### src/rtl/lcd_tile_window_gen_if.sv
// Handshake/bus bundle between the LCD window generator and its set-window sequencer.
// The slave modport is the generator side; master is the controlling/consuming side.
interface lcd_tile_window_gen_if #(
    parameter int HALF_W = 32
);
    logic                  start_i;
    logic [1:0]            mode_i;
    logic [7:0]            tile_col_i;
    logic [7:0]            tile_row_i;
    logic                  abort_i;
    logic                  win_ack_i;
    logic                  win_valid_o;
    logic [2*HALF_W-1:0]   set_x_o;
    logic [2*HALF_W-1:0]   set_y_o;
    logic [7:0]            tile_idx_o;
    logic                  busy_o;
    logic                  done_o;
    logic                  err_o;

    modport slave (
        input  start_i, mode_i, tile_col_i, tile_row_i, abort_i, win_ack_i,
        output win_valid_o, set_x_o, set_y_o, tile_idx_o, busy_o, done_o, err_o
    );

    modport master (
        output start_i, mode_i, tile_col_i, tile_row_i, abort_i, win_ack_i,
        input  win_valid_o, set_x_o, set_y_o, tile_idx_o, busy_o, done_o, err_o
    );
endinterface

### src/rtl/lcd_tile_window_gen.sv
// LCD window-coordinate generator: full screen, row-major scan of a tile grid, or one tile,
// handed to the set-window sequencer one window at a time over a valid/ack handshake.
module lcd_tile_window_gen #(
    parameter int LCD_W     = 240,
    parameter int LCD_H     = 320,
    parameter int TILE_COLS = 3,
    parameter int TILE_ROWS = 4,
    parameter int HALF_W    = 32
) (
    input  logic                  clk_i,
    input  logic                  rst_i,
    lcd_tile_window_gen_if.slave  win_if
);
    localparam int TILE_W = LCD_W / TILE_COLS;
    localparam int TILE_H = LCD_H / TILE_ROWS;

    typedef enum logic [1:0] {IDLE, LOAD, PRESENT} state_t;

    state_t              state_q, state_d;
    logic [1:0]          mode_q, mode_d;
    logic [7:0]          col_q, col_d;
    logic [7:0]          row_q, row_d;
    logic [2*HALF_W-1:0] set_x_q, set_x_d;
    logic [2*HALF_W-1:0] set_y_q, set_y_d;
    logic [7:0]          idx_q, idx_d;
    logic                done_q, done_d;
    logic                err_q, err_d;

    logic [HALF_W-1:0]   x_start, x_end, y_start, y_end;
    logic [7:0]          tile_idx;
    logic                last_col, last_tile, tile_oor;

    // The last column/row absorbs the division remainder so the panel edge is always covered.
    always_comb begin
        x_start = '0;
        x_end   = '0;
        y_start = '0;
        y_end   = '0;
        for (int c = 0; c < TILE_COLS; c++) begin
            if (col_q == 8'(c)) begin
                x_start = HALF_W'(c * TILE_W);
                x_end   = (c == TILE_COLS - 1) ? HALF_W'(LCD_W - 1) : HALF_W'(c * TILE_W + TILE_W - 1);
            end
        end
        for (int r = 0; r < TILE_ROWS; r++) begin
            if (row_q == 8'(r)) begin
                y_start = HALF_W'(r * TILE_H);
                y_end   = (r == TILE_ROWS - 1) ? HALF_W'(LCD_H - 1) : HALF_W'(r * TILE_H + TILE_H - 1);
            end
        end
    end

    assign tile_idx  = 8'(int'(row_q) * TILE_COLS + int'(col_q) + 1);
    assign last_col  = (col_q == 8'(TILE_COLS - 1));
    assign last_tile = last_col && (row_q == 8'(TILE_ROWS - 1));
    assign tile_oor  = (int'(win_if.tile_col_i) >= TILE_COLS) || (int'(win_if.tile_row_i) >= TILE_ROWS);

    always_comb begin
        state_d = state_q;
        mode_d  = mode_q;
        col_d   = col_q;
        row_d   = row_q;
        set_x_d = set_x_q;
        set_y_d = set_y_q;
        idx_d   = idx_q;
        done_d  = 1'b0;
        err_d   = 1'b0;
        case (state_q)
            IDLE: begin
                // abort_i has no meaning here, so a coincident start always wins.
                if (win_if.start_i) begin
                    if (win_if.mode_i == 2'b11 || (win_if.mode_i == 2'b10 && tile_oor)) begin
                        err_d = 1'b1;
                    end else begin
                        state_d = LOAD;
                        mode_d  = win_if.mode_i;
                        col_d   = (win_if.mode_i == 2'b10) ? win_if.tile_col_i : 8'd0;
                        row_d   = (win_if.mode_i == 2'b10) ? win_if.tile_row_i : 8'd0;
                    end
                end
            end
            LOAD: begin
                if (win_if.abort_i) begin
                    state_d = IDLE;
                end else begin
                    state_d = PRESENT;
                    if (mode_q == 2'b00) begin
                        set_x_d = {HALF_W'(0), HALF_W'(LCD_W - 1)};
                        set_y_d = {HALF_W'(0), HALF_W'(LCD_H - 1)};
                        idx_d   = 8'd0;
                    end else begin
                        set_x_d = {x_start, x_end};
                        set_y_d = {y_start, y_end};
                        idx_d   = tile_idx;
                    end
                end
            end
            PRESENT: begin
                if (win_if.abort_i) begin
                    state_d = IDLE;
                end else if (win_if.win_ack_i) begin
                    if (mode_q == 2'b01 && !last_tile) begin
                        state_d = LOAD;
                        col_d   = last_col ? 8'd0 : col_q + 8'd1;
                        row_d   = last_col ? row_q + 8'd1 : row_q;
                    end else begin
                        state_d = IDLE;
                        done_d  = 1'b1;
                    end
                end
            end
            default: state_d = IDLE;
        endcase
    end

    always_ff @(posedge clk_i or posedge rst_i) begin
        if (rst_i) begin
            state_q <= IDLE;
            mode_q  <= 2'b00;
            col_q   <= 8'd0;
            row_q   <= 8'd0;
            set_x_q <= '0;
            set_y_q <= '0;
            idx_q   <= 8'd0;
            done_q  <= 1'b0;
            err_q   <= 1'b0;
        end else begin
            state_q <= state_d;
            mode_q  <= mode_d;
            col_q   <= col_d;
            row_q   <= row_d;
            set_x_q <= set_x_d;
            set_y_q <= set_y_d;
            idx_q   <= idx_d;
            done_q  <= done_d;
            err_q   <= err_d;
        end
    end

    assign win_if.win_valid_o = (state_q == PRESENT);
    assign win_if.busy_o      = (state_q != IDLE);
    assign win_if.set_x_o     = set_x_q;
    assign win_if.set_y_o     = set_y_q;
    assign win_if.tile_idx_o  = idx_q;
    assign win_if.done_o      = done_q;
    assign win_if.err_o       = err_q;
endmodule
### src/flat_wrapper.sv
// flat-port wrapper written by rule: the top's interface ports become plain ports
module lcd_tile_window_gen_flat 
#(
    parameter int LCD_W     = 240,
    parameter int LCD_H     = 320,
    parameter int TILE_COLS = 3,
    parameter int TILE_ROWS = 4,
    parameter int HALF_W    = 32
)
  (clk_i, rst_i, win_if_start_i, win_if_mode_i, win_if_tile_col_i, win_if_tile_row_i, win_if_abort_i, win_if_win_ack_i, win_if_win_valid_o, win_if_set_x_o, win_if_set_y_o, win_if_tile_idx_o, win_if_busy_o, win_if_done_o, win_if_err_o);
  lcd_tile_window_gen_if #(.HALF_W(HALF_W)) win_if_i ();
  input  logic clk_i;
  input  logic rst_i;
  input wire logic [$bits(win_if_i.start_i)-1:0] win_if_start_i;
  input wire logic [$bits(win_if_i.mode_i)-1:0] win_if_mode_i;
  input wire logic [$bits(win_if_i.tile_col_i)-1:0] win_if_tile_col_i;
  input wire logic [$bits(win_if_i.tile_row_i)-1:0] win_if_tile_row_i;
  input wire logic [$bits(win_if_i.abort_i)-1:0] win_if_abort_i;
  input wire logic [$bits(win_if_i.win_ack_i)-1:0] win_if_win_ack_i;
  output wire logic [$bits(win_if_i.win_valid_o)-1:0] win_if_win_valid_o;
  output wire logic [$bits(win_if_i.set_x_o)-1:0] win_if_set_x_o;
  output wire logic [$bits(win_if_i.set_y_o)-1:0] win_if_set_y_o;
  output wire logic [$bits(win_if_i.tile_idx_o)-1:0] win_if_tile_idx_o;
  output wire logic [$bits(win_if_i.busy_o)-1:0] win_if_busy_o;
  output wire logic [$bits(win_if_i.done_o)-1:0] win_if_done_o;
  output wire logic [$bits(win_if_i.err_o)-1:0] win_if_err_o;
  assign win_if_i.start_i = win_if_start_i;
  assign win_if_i.mode_i = win_if_mode_i;
  assign win_if_i.tile_col_i = win_if_tile_col_i;
  assign win_if_i.tile_row_i = win_if_tile_row_i;
  assign win_if_i.abort_i = win_if_abort_i;
  assign win_if_i.win_ack_i = win_if_win_ack_i;
  assign win_if_win_valid_o = win_if_i.win_valid_o;
  assign win_if_set_x_o = win_if_i.set_x_o;
  assign win_if_set_y_o = win_if_i.set_y_o;
  assign win_if_tile_idx_o = win_if_i.tile_idx_o;
  assign win_if_busy_o = win_if_i.busy_o;
  assign win_if_done_o = win_if_i.done_o;
  assign win_if_err_o = win_if_i.err_o;
  lcd_tile_window_gen #(.LCD_W(LCD_W), .LCD_H(LCD_H), .TILE_COLS(TILE_COLS), .TILE_ROWS(TILE_ROWS), .HALF_W(HALF_W)) u_core (.clk_i(clk_i), .rst_i(rst_i), .win_if(win_if_i));
endmodule
### config.mk
export PLATFORM = sky130hd
export DESIGN_NAME = lcd_tile_window_gen_flat
export DESIGN_NICKNAME = d
export VERILOG_FILES = /design/src/rtl/lcd_tile_window_gen_if.sv /design/src/rtl/lcd_tile_window_gen.sv /design/src/flat_wrapper.sv
export SDC_FILE = /design/constraint.sdc
export NUM_CORES = 1
export LEC_CHECK = 0
export ABC_AREA = 0
export BUFFER_PORTS_ARGS = -buffer_cell sky130_fd_sc_hd__buf_2
export CORE_UTILIZATION = 49
export CTS_CLUSTER_DIAMETER = 50
export DETAILED_ROUTE_END_ITERATION = 6
export PLACE_DENSITY = 0.83
export SLEW_MARGIN = 40
export SYNTH_ARGS = -nofsm -noshare
export SYNTH_HDL_FRONTEND = slang
export SYNTH_SLANG_ARGS = --single-unit
### constraint.sdc
create_clock -name clk_i -period 3.32 [get_ports clk_i]
set_clock_uncertainty 0.05 [all_clocks]
set_input_delay 0.498 -clock clk_i [delete_from_list [all_inputs] [get_ports clk_i]]
set_output_delay 0.498 -clock clk_i [all_outputs]
set_load 0.005 [all_outputs]
# Word-level counts from Yosys, hierarchy flattened
# Index checks and enable logic that the tools add are counted.
[word_totals]
regBits = 158
in_bits = 23
out_inout_bits = 140
elab_cells = 97
[op_classes]
add_sub_neg = 4
multipliers = 1
magnitude_cmp = 2
eq_ne = 17
muxes = 45
bitwise = 2
reduce_logical = 17
[ops]
columns = ["op", "count"]
rows = [
  ["8-bit two-way mux", 22],
  ["40-bit two-way mux", 2],
  ["8-bit one-hot mux with 2 select lines", 2],
  ["7-bit two-way mux", 4],
  ["8-bit by 2-bit == test with 1-bit output (second input constant)", 3],
  ["8-bit by 1-bit adder with 8-bit output (second input constant)", 2],
  ["8-bit by 1-bit == test with 1-bit output (second input constant)", 2],
  ["8-bit logical NOT", 2],
  ["2-bit two-way mux", 5],
  ["9-bit two-way mux", 1],
  ["8-bit by 2-bit adder with 8-bit output (second input constant)", 1],
  ["8-bit adder", 1],
  ["8-bit by 2-bit greater-or-equal comparator with 1-bit output (second input constant)", 1],
  ["8-bit by 3-bit greater-or-equal comparator with 1-bit output (second input constant)", 1],
  ["8-bit by 2-bit multiplier with 8-bit output (second input constant)", 1],
  ["1-bit two-way mux", 8],
  ["2-bit inequality test (second input constant)", 4],
  ["7-bit AND reduction", 1],
  ["2-bit == test (second input constant)", 3],
  ["2-bit one-hot mux with 3 select lines", 1],
  ["3-bit AND reduction", 2],
  ["6-bit AND reduction", 1],
  ["2-bit by 1-bit == test with 1-bit output (second input constant)", 2],
  ["2-bit logical NOT", 2],
  ["other kinds (8)", 14],
]

# Logic depth before layout (Yosys ltp)
# Gate-level depths: netlist (run 1).
[depth]
ltp_word = 8
depth_mapped = 9
ltp_nobuf = 9

# Least setup slack after synthesis (run 1)
# Ideal clock, no wire load.
[synth_path]
path_kind = "reg2reg"
from = "register u_core.row_q[0]"
to = "register u_core.idx_q[6] (netlist: u_core.win_if.tile_idx_o[6])"
setup_time_ns = 0.129
t_arrival_ns = 2.111
t_required_ns = 3.141
path_slack_ns = 1.030
stages_incl_launch_ff = 9
path_buffers = 0
period_less_slack_ns = 2.290
path_cell_list = "dfrtp_1 -> fa_1 -> inv_1 -> fa_1 -> nor2b_1 -> o21ai_0 -> a21boi_0 -> or3_1 -> nand3_1"
[synth_via]
elab_chain_len = 4
[synth_lines]
columns = ["element", "line_no", "rtl"]
rows = [
  ["start, declared", "lcd_tile_window_gen.sv:22", "logic [7:0] row_q, row_d;"],
  ["start signal, assigned", "lcd_tile_window_gen.sv:131", "row_q <= row_d;"],
  ["8-bit by 2-bit multiplier with 8-bit output", "lcd_tile_window_gen.sv:53", "assign tile_idx = 8'(int'(row_q) * TILE_COLS + int'(col_q) + 1);"],
  ["8-bit adder", "lcd_tile_window_gen.sv:53", ""],
  ["8-bit by 2-bit adder with 8-bit output", "lcd_tile_window_gen.sv:53", ""],
  ["8-bit two-way mux", "lcd_tile_window_gen.sv:87", "if (mode_q == 2'b00) begin"],
  ["end signal, assigned", "lcd_tile_window_gen.sv:134", "idx_q <= idx_d;"],
  ["end, declared", "lcd_tile_window_gen.sv:25", "logic [7:0] idx_q, idx_d;"],
]
# No other way between the ends.
# A chain may end at the register's enable or synchronous reset.

# Worst setup path in the final report (run 1)
# Same ends and word-level chain as after synthesis.

==> results of run 1 <==
path summary, 6_finish.rpt:
| path | startpoint | endpoint | depth (start not counted) | slack [ns] |
|---|---|---|---|---|
| setup / recovery | u_core.row_q[0] | u_core.win_if.tile_idx_o[6] | 8 | 0.80 |
| hold / removal | rst_i | u_core.col_q[6] | 2 | 0.23 |
| setup reg to reg | u_core.row_q[0] | u_core.win_if.tile_idx_o[6] | 8 | 0.80 |
| hold reg to reg | u_core.win_if.set_x_o[5] | u_core.win_if.set_x_o[5] | 2 | 0.43 |
| max in group asynchronous | rst_i | u_core.win_if.set_x_o[3] | 3 | 2.16 |
| min in group clk_i | win_if_abort_i | u_core.state_q[1] | 2 | 0.38 |
metal layers:
metal	global-route usage (%)	wire length [µm]
met2	28.9	3380
met1	24.9	3170
met3	3.69	485
met5	0	0
met4	6.64	144
layout by cell type, fill, tap and decap left out, types with 11 or more instances in the layout:
cell type and instances:
dfrtp_1 44, ha_1 23, nor2_1 16, o21ai_0 19, a21oi_1 11, buf_2 59, nand2_1 35, inv_1 21
conb_1 103
cell type report:
cell class | count | area share [%]
Multi-Input combinational cell | 317 | 54.6
Clock inverter | 3 | 0.635
Clock buffer | 5 | 1.84
Tap cell | 99 | 3.31
Inverter | 21 | 2.10
Timing Repair Buffer | 60 | 8.09
Sequential cell | 44 | 29.4
power groups by stage:
stage	Clock (mW)	Sequential (mW)	Combinational (mW)
2_1_floorplan	0	1.00	1.40
3_3_place_gp	0	1.03	1.70
3_5_place_dp	0	1.05	1.77
4_1_cts	0.352	1.04	1.78
5_1_grt	0.377	1.08	2.01
6_report	0.351	1.04	1.79
synth_stat cells, drive strengths merged, types with 2 or more instances:
cell       n  area (µm²)
a211oi     2        15.0
a21oi     11        55.1
a22oi     10        75.1
and2       2        12.5
buf      116         872
clkbuf     4        15.0
dfrtp     44        1100
fa         7         140
ha        23         288
inv       21        78.8
mux2       4        45.0
mux2i     10         100
nand2     36         143
nand2b     2        12.5
nand3     10        62.6
nand4      4        25.0
nor2      17        66.3
nor3b      5        47.5
nor4       3        25.0
nor4b      2        17.5
o211ai     3        22.5
o21a       2        15.0
o21ai     20         100
o22a       2        17.5
o2bb2ai    2        36.3
o31ai      3        22.5
o41ai      3        26.3
xnor2      9        78.8
xor2       7        61.3
state kept, by name, summed over array words and instances (netlist names):
| signal | cells |
|---|---|
| u_core.col_q | 8 |
| u_core.mode_q | 2 |
| u_core.row_q | 8 |
| u_core.state_q | 2 |
| u_core.win_if.done_o | 1 |
| u_core.win_if.err_o | 1 |
| u_core.win_if.set_x_o | 6 |
| u_core.win_if.set_y_o | 8 |
| u_core.win_if.tile_idx_o | 8 |
stage by stage:
stage / utilization (%) / cells
2_1_floorplan: - / 502
3_3_place_gp: 49.9 / 541
3_5_place_dp: 50.1 / 541
4_1_cts: 51.4 / 549
5_1_grt: 51.4 / 549
6_report: 51.4 / 549
critical path, stage by stage (launching register included):
cell	delay, ns
dfrtp_1	0.50
fa_1	0.60
inv_1	0.06
fa_1	0.43
nor2b_1	0.12
o21ai_0	0.09
a21boi_0	0.31
or3_1	0.17
nand3_1	0.08
kinds of logic (layout without fill, tap and decap cells):
| group | Yosys count | after routing | share of synthesized area, % |
|---|---|---|---|
| xor+xnor | 16 | 16 | 3.77 |
| mux | 14 | 14 | 3.90 |
| simple gates | 89 | 89 | 12.7 |
| buf+inv | 141 | 89 | 26.0 |
| fa+ha+maj | 30 | 30 | 11.5 |
| other cells | 1 | 103 | 0.101 |
| compound gates | 65 | 65 | 12.5 |
| flops | 44 | 44 | 29.6 |
==> qor.txt, run 1 <==
register area: 1100 µm²
RSZ-0062 raised after global routing: false
share of power burned in registers: 32.7%
sw frac: 47.0%
Hold Vio Cnt, Final: 0
critical path required time: 3.46 ns
drt initial violations: 171
outcome: completed
DIE WIDTH: 89.1 µm
first-pass GRT wire length: 11000 µm
Root Buffer: clkbuf_8
DRT Pass-1 Iters: 4
I/O Buffers: 59
Worst setup EP type: flip-flop
syn_area_per_cell: 9.30 µm²
detailed placement HPWL: 5750 µm
vias in the first global route: 2245
multi-input logic area: 2050 µm²
Cells after Synth: 400
post-synthesis cell type count: 54
Yosys warnings: 0
RePlAce Congestion: 0.909
CP Class: reg2reg
Startpoint Class: flip-flop
WL/cell: 13.1 µm
combinational power share: 56.3%
final wirelength: 7180 µm
total CTS buffers: 5
minimum clock period after layout: 2.52 ns
EDFF count, synth: 0
Via density: 4.87
clk buf depth: 2
Slew Limit Fails: 0
Worst-path clk slew: 0.09 ns
Int Power: 1.69 mW
sequential share of the synthesized area: 29.6%
clock share of power: 11.0%
Die Height: 89.1 µm
setup TNS: 0 ns
DR DRC count: 0
Max VDD drop: 0.000263 V
ant diodes: 0
layout cells sized above 1: 17.6%
Arr. time, crit path: 2.66 ns
LEAKAGE: 1.96 nW
hold buffer count at cts: 0
Die Footprint: 7940 µm²
crit path max fanout: 8
fin crit share: 76.0%
total gr overflow: 0
aggregate global-route resource usage: 18.3%
Worst Max-Slew Pin Slew: 0.683 ns
asr flop ratio synth: 100%
worst hold path class: in2async
Net Switching: 1.49 mW
pin count of the biggest net entering global routing: 29
final instance area: 3740 µm²
PwrDens: 849 nW/µm²
fmax: 397 MHz
max cap viols: 0
filler instances: 680
Mapped Area: 3720 µm²
Relative slew margins: 54.4%
synthesis-to-layout area growth: 0.673%
flip-flop and latch count after synthesis: 44
CTS tree: built
initial antenna violation count: 0
Routed Antenna Nets: 0
Initial Utilization: 51.0%
# IOs: 163
post-CTS setup buffers: 0
WHS: 0.232 ns
post-CTS resize count: 0
later-pin clock latency in the skew report: 0.30 ns
clock sink count: 44
core footprint: 7290 µm²
setup violators final: 0
total power draw: 3.18 mW
DP Worst Slack: 0.808 ns
dominant synthesized flop cell: dfrtp_1
H-Tree Depth: 2
Vias: 2671
FP Rows: 31
# nets final: 502
Post-DP Area: 3650 µm²
setup ws final: 0.798 ns
No activity file was read; power rests on OpenSTA's default activity.
==> inputs of run 2 (changes only) <==
==> constraint.sdc (replaced) <==
create_clock -name clk_i -period 2.6 [get_ports clk_i]
set_clock_uncertainty 0.05 [all_clocks]
set_input_delay 0.39 -clock clk_i [delete_from_list [all_inputs] [get_ports clk_i]]
set_output_delay 0.39 -clock clk_i [all_outputs]
set_load 0.005 [all_outputs]
==> qor.txt, run 2 (synthesis gave the netlist of run 1 again) <==
Final Instance Count excl. Fillers: 555 (+1.1%)
Startpoint Class: flip-flop
grt peak-use layer: met2
minimum clock period after layout: 2.44 ns (-0.0811 ns)
crit path max fanout: 6 (-2)
setup TNS: 0 ns (unchanged)
Via density: 4.84 (-0.49%)
drt initial violations: 150 (-12%)
Root Buffer: clkbuf_8
I/O Buffers: 59 (unchanged)
DR DRC count: 0 (unchanged)
Relative slew margins: 58.9% (+4.5 points)
commonest non-fill, non-tap cell in the layout: conb_1
Die Height: 89.1 µm (unchanged)
post-CTS resize count: 0 (unchanged)
setup violators final: 0 (unchanged)
worst hold path class: in2async
later-pin clock latency in the skew report: 0.30 ns (about the same)
Initial Utilization: 51.0% (unchanged)
routing usage on met3: 3.79% (+0.092 points)
Slew Limit Fails: 0 (unchanged)
clk buf depth: 2 (unchanged)
sw frac: 45.3% (-1.6 points)
Worst setup EP type: flip-flop
M1 GR Usage: 25.9% (+0.94 points)
hold buffer count at cts: 0 (unchanged)
critical path required time: 2.73 ns (-0.73 ns)
WL/cell: 13.2 µm (+1.1%)
ant diodes: 0 (unchanged)
core footprint: 7290 µm² (unchanged)
Hold Vio Cnt, Final: 0 (unchanged)
first-pass GRT wire length: 11200 µm (+1.5%)
vias in the first global route: 2322 (+3.4%)
most frequent cells in the layout: 103 x conb_1, 59 x buf_2, 44 x dfrtp_1
aggregate global-route resource usage: 19.0% (+0.74 points)
initial antenna violation count: 0 (unchanged)
clock share of power: 12.1% (+1.1 points)
# IOs: 163 (unchanged)
Int Power: 2.30 mW (+36%)
RePlAce Congestion: 0.879 (-3.3%)
Worst Max-Slew Pin Slew: 0.617 ns (-0.0667 ns)
CTS tree: built
Global Route met2 Usage: 29.6% (+0.76 points)
Die Footprint: 7940 µm² (unchanged)
fin crit share: 93.9% (+18 points)
Routed Antenna Nets: 0 (unchanged)
Max VDD drop: 0.000377 V (+43%)
# nets final: 510 (+1.6%)
Vias: 2687 (+0.60%)
H-Tree Depth: 2 (unchanged)
total CTS buffers: 5 (unchanged)
DRT Pass-1 Iters: 4 (unchanged)
post-CTS setup buffers: 0 (unchanged)
detailed placement HPWL: 5710 µm (-0.80%)
RSZ-0062 raised after global routing: false
combinational power share: 57.2% (+0.9 points)
layout cells sized above 1: 18.4% (+0.87 points)
clock sink count: 44 (unchanged)
pin count of the biggest net entering global routing: 45 (+55%)
CP Class: reg2reg
DIE WIDTH: 89.1 µm (unchanged)
outcome: completed
filler instances: 694 (+2.1%)
final wirelength: 7340 µm (+2.2%)
PwrDens: 1100 nW/µm² (+30%)
fmax: 410 MHz (+3.3%)
Arr. time, crit path: 2.57 ns (-0.09 ns)
Worst-path clk slew: 0.08 ns (about the same)
share of power burned in registers: 30.8% (-1.9 points)
max cap viols: 0 (unchanged)
LEAKAGE: 2.01 nW (+2.5%)
Placed Cells: 549 (+1.5%)
Net Switching: 1.90 mW (+27%)
synthesis-to-layout area growth: 2.35%
FP Rows: 31 (unchanged)
total gr overflow: 0 (unchanged)
==> run 2: power by group through the flow <==
stage          combinational [mW]  sequential, mW  clock (mW)
2_1_floorplan                1.79            1.28           0
3_3_place_gp                 2.29            1.28           0
3_5_place_dp                 2.36            1.31           0
4_1_cts                      2.40            1.30       0.524
5_1_grt                      2.68            1.34       0.545
6_report                     2.40            1.29       0.508
==> run 2: final cells by class <==
| class | instances | area (µm²) | area share, % |
|---|---|---|---|
| Multi-Input combinational cell | 317 | 2040 | 53.6 |
| Sequential cell | 44 | 1100 | 28.9 |
| Timing Repair Buffer | 68 | 363 | 9.53 |
| Tap cell | 99 | 124 | 3.25 |
| Inverter | 21 | 78.8 | 2.07 |
| Clock buffer | 5 | 68.8 | 1.81 |
| Clock inverter | 1 | 30.0 | 0.789 |
==> run 2: final timing paths <==
kind | startpoint | depth (start not counted) | end | slack (ns)
max | u_core.row_q[1] | 8 | u_core.win_if.tile_idx_o[6] | 0.16
min | rst_i | 3 | u_core.win_if.set_x_o[5] | 0.17
max reg2reg | u_core.row_q[1] | 8 | u_core.win_if.tile_idx_o[6] | 0.16
min reg2reg | u_core.win_if.set_x_o[5] | 2 | u_core.win_if.set_x_o[5] | 0.43
max in group asynchronous | rst_i | 3 | u_core.win_if.tile_idx_o[4] | 1.95
min in group clk_i | win_if_abort_i | 2 | u_core.state_q[1] | 0.27
==> run 2: worst max-delay path, cell delays in order, from the launching register on <==
cell      delay [ns]
dfrtp_1         0.48
fa_1            0.57
inv_1           0.06
fa_1            0.42
nor2b_1         0.12
o21ai_0         0.10
a21boi_0        0.29
or3_1           0.16
nand3_1         0.07
==> run 2: layer usage <==
layer / vias to the layer above / routed length (µm)
met4: 0 / 178
met3: 13 / 500
met1: 1284 / 3270
li1: 1251 / -
met2: 139 / 3390
met5: - / 0
==> run 2: per-stage QoR <==
step	utilization, %	power (mW)	hold slack (ns)	cell area [µm²]	setup WS [ns]
after floorplan	-	3.07	0.406	4100	0.310
after global placement	50.8	3.57	0.409	3700	0.256
after detailed placement	50.8	3.67	0.421	3700	0.163
after CTS	52.1	4.22	0.191	3800	0.152
after global routing	52.2	4.57	0.244	3810	0.00439
final	52.2	4.20	0.172	3810	0.160
==> inputs of run 3 (changes only) <==
--- a/config.mk
+++ b/config.mk
@@ -10,7 +10,7 @@
 export CORE_UTILIZATION = 49
 export CTS_CLUSTER_DIAMETER = 50
 export DETAILED_ROUTE_END_ITERATION = 6
-export PLACE_DENSITY = 0.83
+export PLACE_DENSITY_LB_ADDON = 0.08
 export SLEW_MARGIN = 40
 export SYNTH_ARGS = -nofsm -noshare
 export SYNTH_HDL_FRONTEND = slang
==> qor.txt, run 3 (synthesis gave the netlist of run 1 again) <==
outcome: completed
layout cells sized above 1: 19.2% (+0.75 points)
Worst Max-Slew Pin Slew: 0.672 ns (+0.0555 ns)
Die Height: 89.1 µm (unchanged)
fin crit share: 93.3% (-0.53 points)
total power draw: 4.24 mW (+1.0%)
Worst-path clk slew: 0.08 ns (about the same)
WHS: 0.181 ns (+0.00955 ns)
# IOs: 163 (unchanged)
setup TNS: 0 ns (unchanged)
DIE WIDTH: 89.1 µm (unchanged)
PwrDens: 1100 nW/µm² (about the same)
RePlAce Congestion: 0.836 (-4.8%)
critical path required time: 2.71 ns (-0.02 ns)
RSZ-0062 raised after global routing: false
commonest non-fill, non-tap cell in the layout: conb_1
final instance area: 3850 µm² (+1.0%)
CTS tree: built
H-Tree Depth: 2 (unchanged)
# nets final: 511 (+0.20%)
drt initial violations: 136 (-9.3%)
aggregate global-route resource usage: 18.5% (-0.50 points)
Placed Cells: 550 (+0.18%)
ant diodes: 0 (unchanged)
Worst Path Buf+Inv: 0 (-1)
CP delay by family, top: adder cells
vias in the first global route: 2126 (-8.4%)
Routed Antenna Nets: 0 (unchanged)
I/O Buffers: 59 (unchanged)
fmax: 412 MHz (+0.57%)
Startpoint Class: flip-flop
clock sink count: 44 (unchanged)
Final Instance Count excl. Fillers: 558 (+0.54%)
WL/cell: 12.7 µm (-3.7%)
CP Class: reg2reg
Relative slew margins: 55.2% (-3.7 points)
Slew Limit Fails: 0 (unchanged)
post-CTS setup buffers: 0 (unchanged)
Worst setup EP type: flip-flop
detailed placement HPWL: 5630 µm (-1.4%)
hold buffer count at cts: 0 (unchanged)
crit path max fanout: 6 (unchanged)
DR DRC count: 0 (unchanged)
total CTS buffers: 5 (unchanged)
Vias: 2598 (-3.3%)
total gr overflow: 0 (unchanged)
LEAKAGE: 2.03 nW (+1.1%)
Max VDD drop: 0.000382 V (+1.4%)
post-CTS resize count: 0 (unchanged)
Hold Vio Cnt, Final: 0 (unchanged)
Post-DP Area: 3720 µm² (+0.47%)
critical path, cell by cell: fa_1, ha_1, a21o_1, a21oi_1, o31ai_1, xnor2_1, o21ai_0
worst hold path class: in2async
setup violators final: 0 (unchanged)
final wirelength: 7110 µm (-3.1%)
Arr. time, crit path: 2.53 ns (-0.04 ns)
FP Rows: 31 (unchanged)
clk buf depth: 2 (unchanged)
Initial Utilization: 51.0% (unchanged)
Via density: 4.66 (-3.8%)
later-pin clock latency in the skew report: 0.30 ns (about the same)
DRT Pass-1 Iters: 4 (unchanged)
core footprint: 7290 µm² (unchanged)
minimum clock period after layout: 2.43 ns (-0.0139 ns)
most frequent cells in the layout: 103 x conb_1, 59 x buf_2, 44 x dfrtp_1
initial antenna violation count: 0 (unchanged)
Die Footprint: 7940 µm² (unchanged)
pin count of the biggest net entering global routing: 45 (unchanged)
Root Buffer: clkbuf_8
largest incremental delay on the critical path: 0.52 ns (-0.05 ns)
first-pass GRT wire length: 11000 µm (-1.8%)
synthesis-to-layout area growth: 3.40%
Slowest cell on crit path: fa_1
max cap viols: 0 (unchanged)
-- run 3: cell types whose count changed in the layout (fill, tap and decap cells not counted) --
cell	delta
a21boi_0	-1
a21boi_1	+1
buf_4	+1
clkbuf_8	+2
o21ai_1	-1
o21ai_2	+1
-- run 3: cell type report --
| type | instances | area (µm²) |
|---|---|---|
| fillers | 701 | 3450 |
| repair buffers | 69 | 370 |
| well taps | 99 | 124 |
| multi-input cells | 317 | 2050 |
| inverters | 21 | 78.8 |
| flip-flops and latches | 44 | 1100 |
| clock inverters | 1 | 30.0 |
| clock buffers | 7 | 96.3 |
-- run 3: worst paths after layout --
kind                                           from                          end  slack (ns)  depth (start not counted)
min in group clk_i                   win_if_abort_i            u_core.state_q[1]        0.27                          2
setup reg to reg                    u_core.row_q[1]  u_core.win_if.tile_idx_o[7]        0.17                          7
hold reg to reg            u_core.win_if.set_y_o[7]     u_core.win_if.set_y_o[7]        0.42                          2
hold / removal                                rst_i     u_core.win_if.set_x_o[3]        0.18                          3
max in group asynchronous                     rst_i  u_core.win_if.tile_idx_o[4]        1.93                          3
setup / recovery                    u_core.row_q[1]  u_core.win_if.tile_idx_o[7]        0.17                          7
-- run 3: layer usage --
layer	vias to the layer above	global-route usage (%)	wire, µm
li1	1253	-	-
met1	1201	26.2	3370
met2	138	29.9	3240
met3	6	2.86	431
met4	0	4.33	72
met5	-	0	0
-- run 3: tightest hold or removal path, delay by kind of cell --
| family | cells | cell delay, ns |
|---|---|---|
| buf+inv | 3 | 0.61 |
-- run 3: through the flow --
| stage | utilization (%) | setup WS [ns] |
|---|---|---|
| after floorplan | - | 0.310 |
| after global placement | 50.9 | 0.242 |
| after detailed placement | 51.0 | 0.168 |
| after CTS | 52.7 | 0.147 |
| after global routing | 52.7 | 0.0673 |
| final | 52.7 | 0.173 |
-- run 3: power breakdown --
group / internal, mW / switching (mW)
registers: 0.969 / 0.303
clock network: 0.339 / 0.238
logic: 1.06 / 1.33
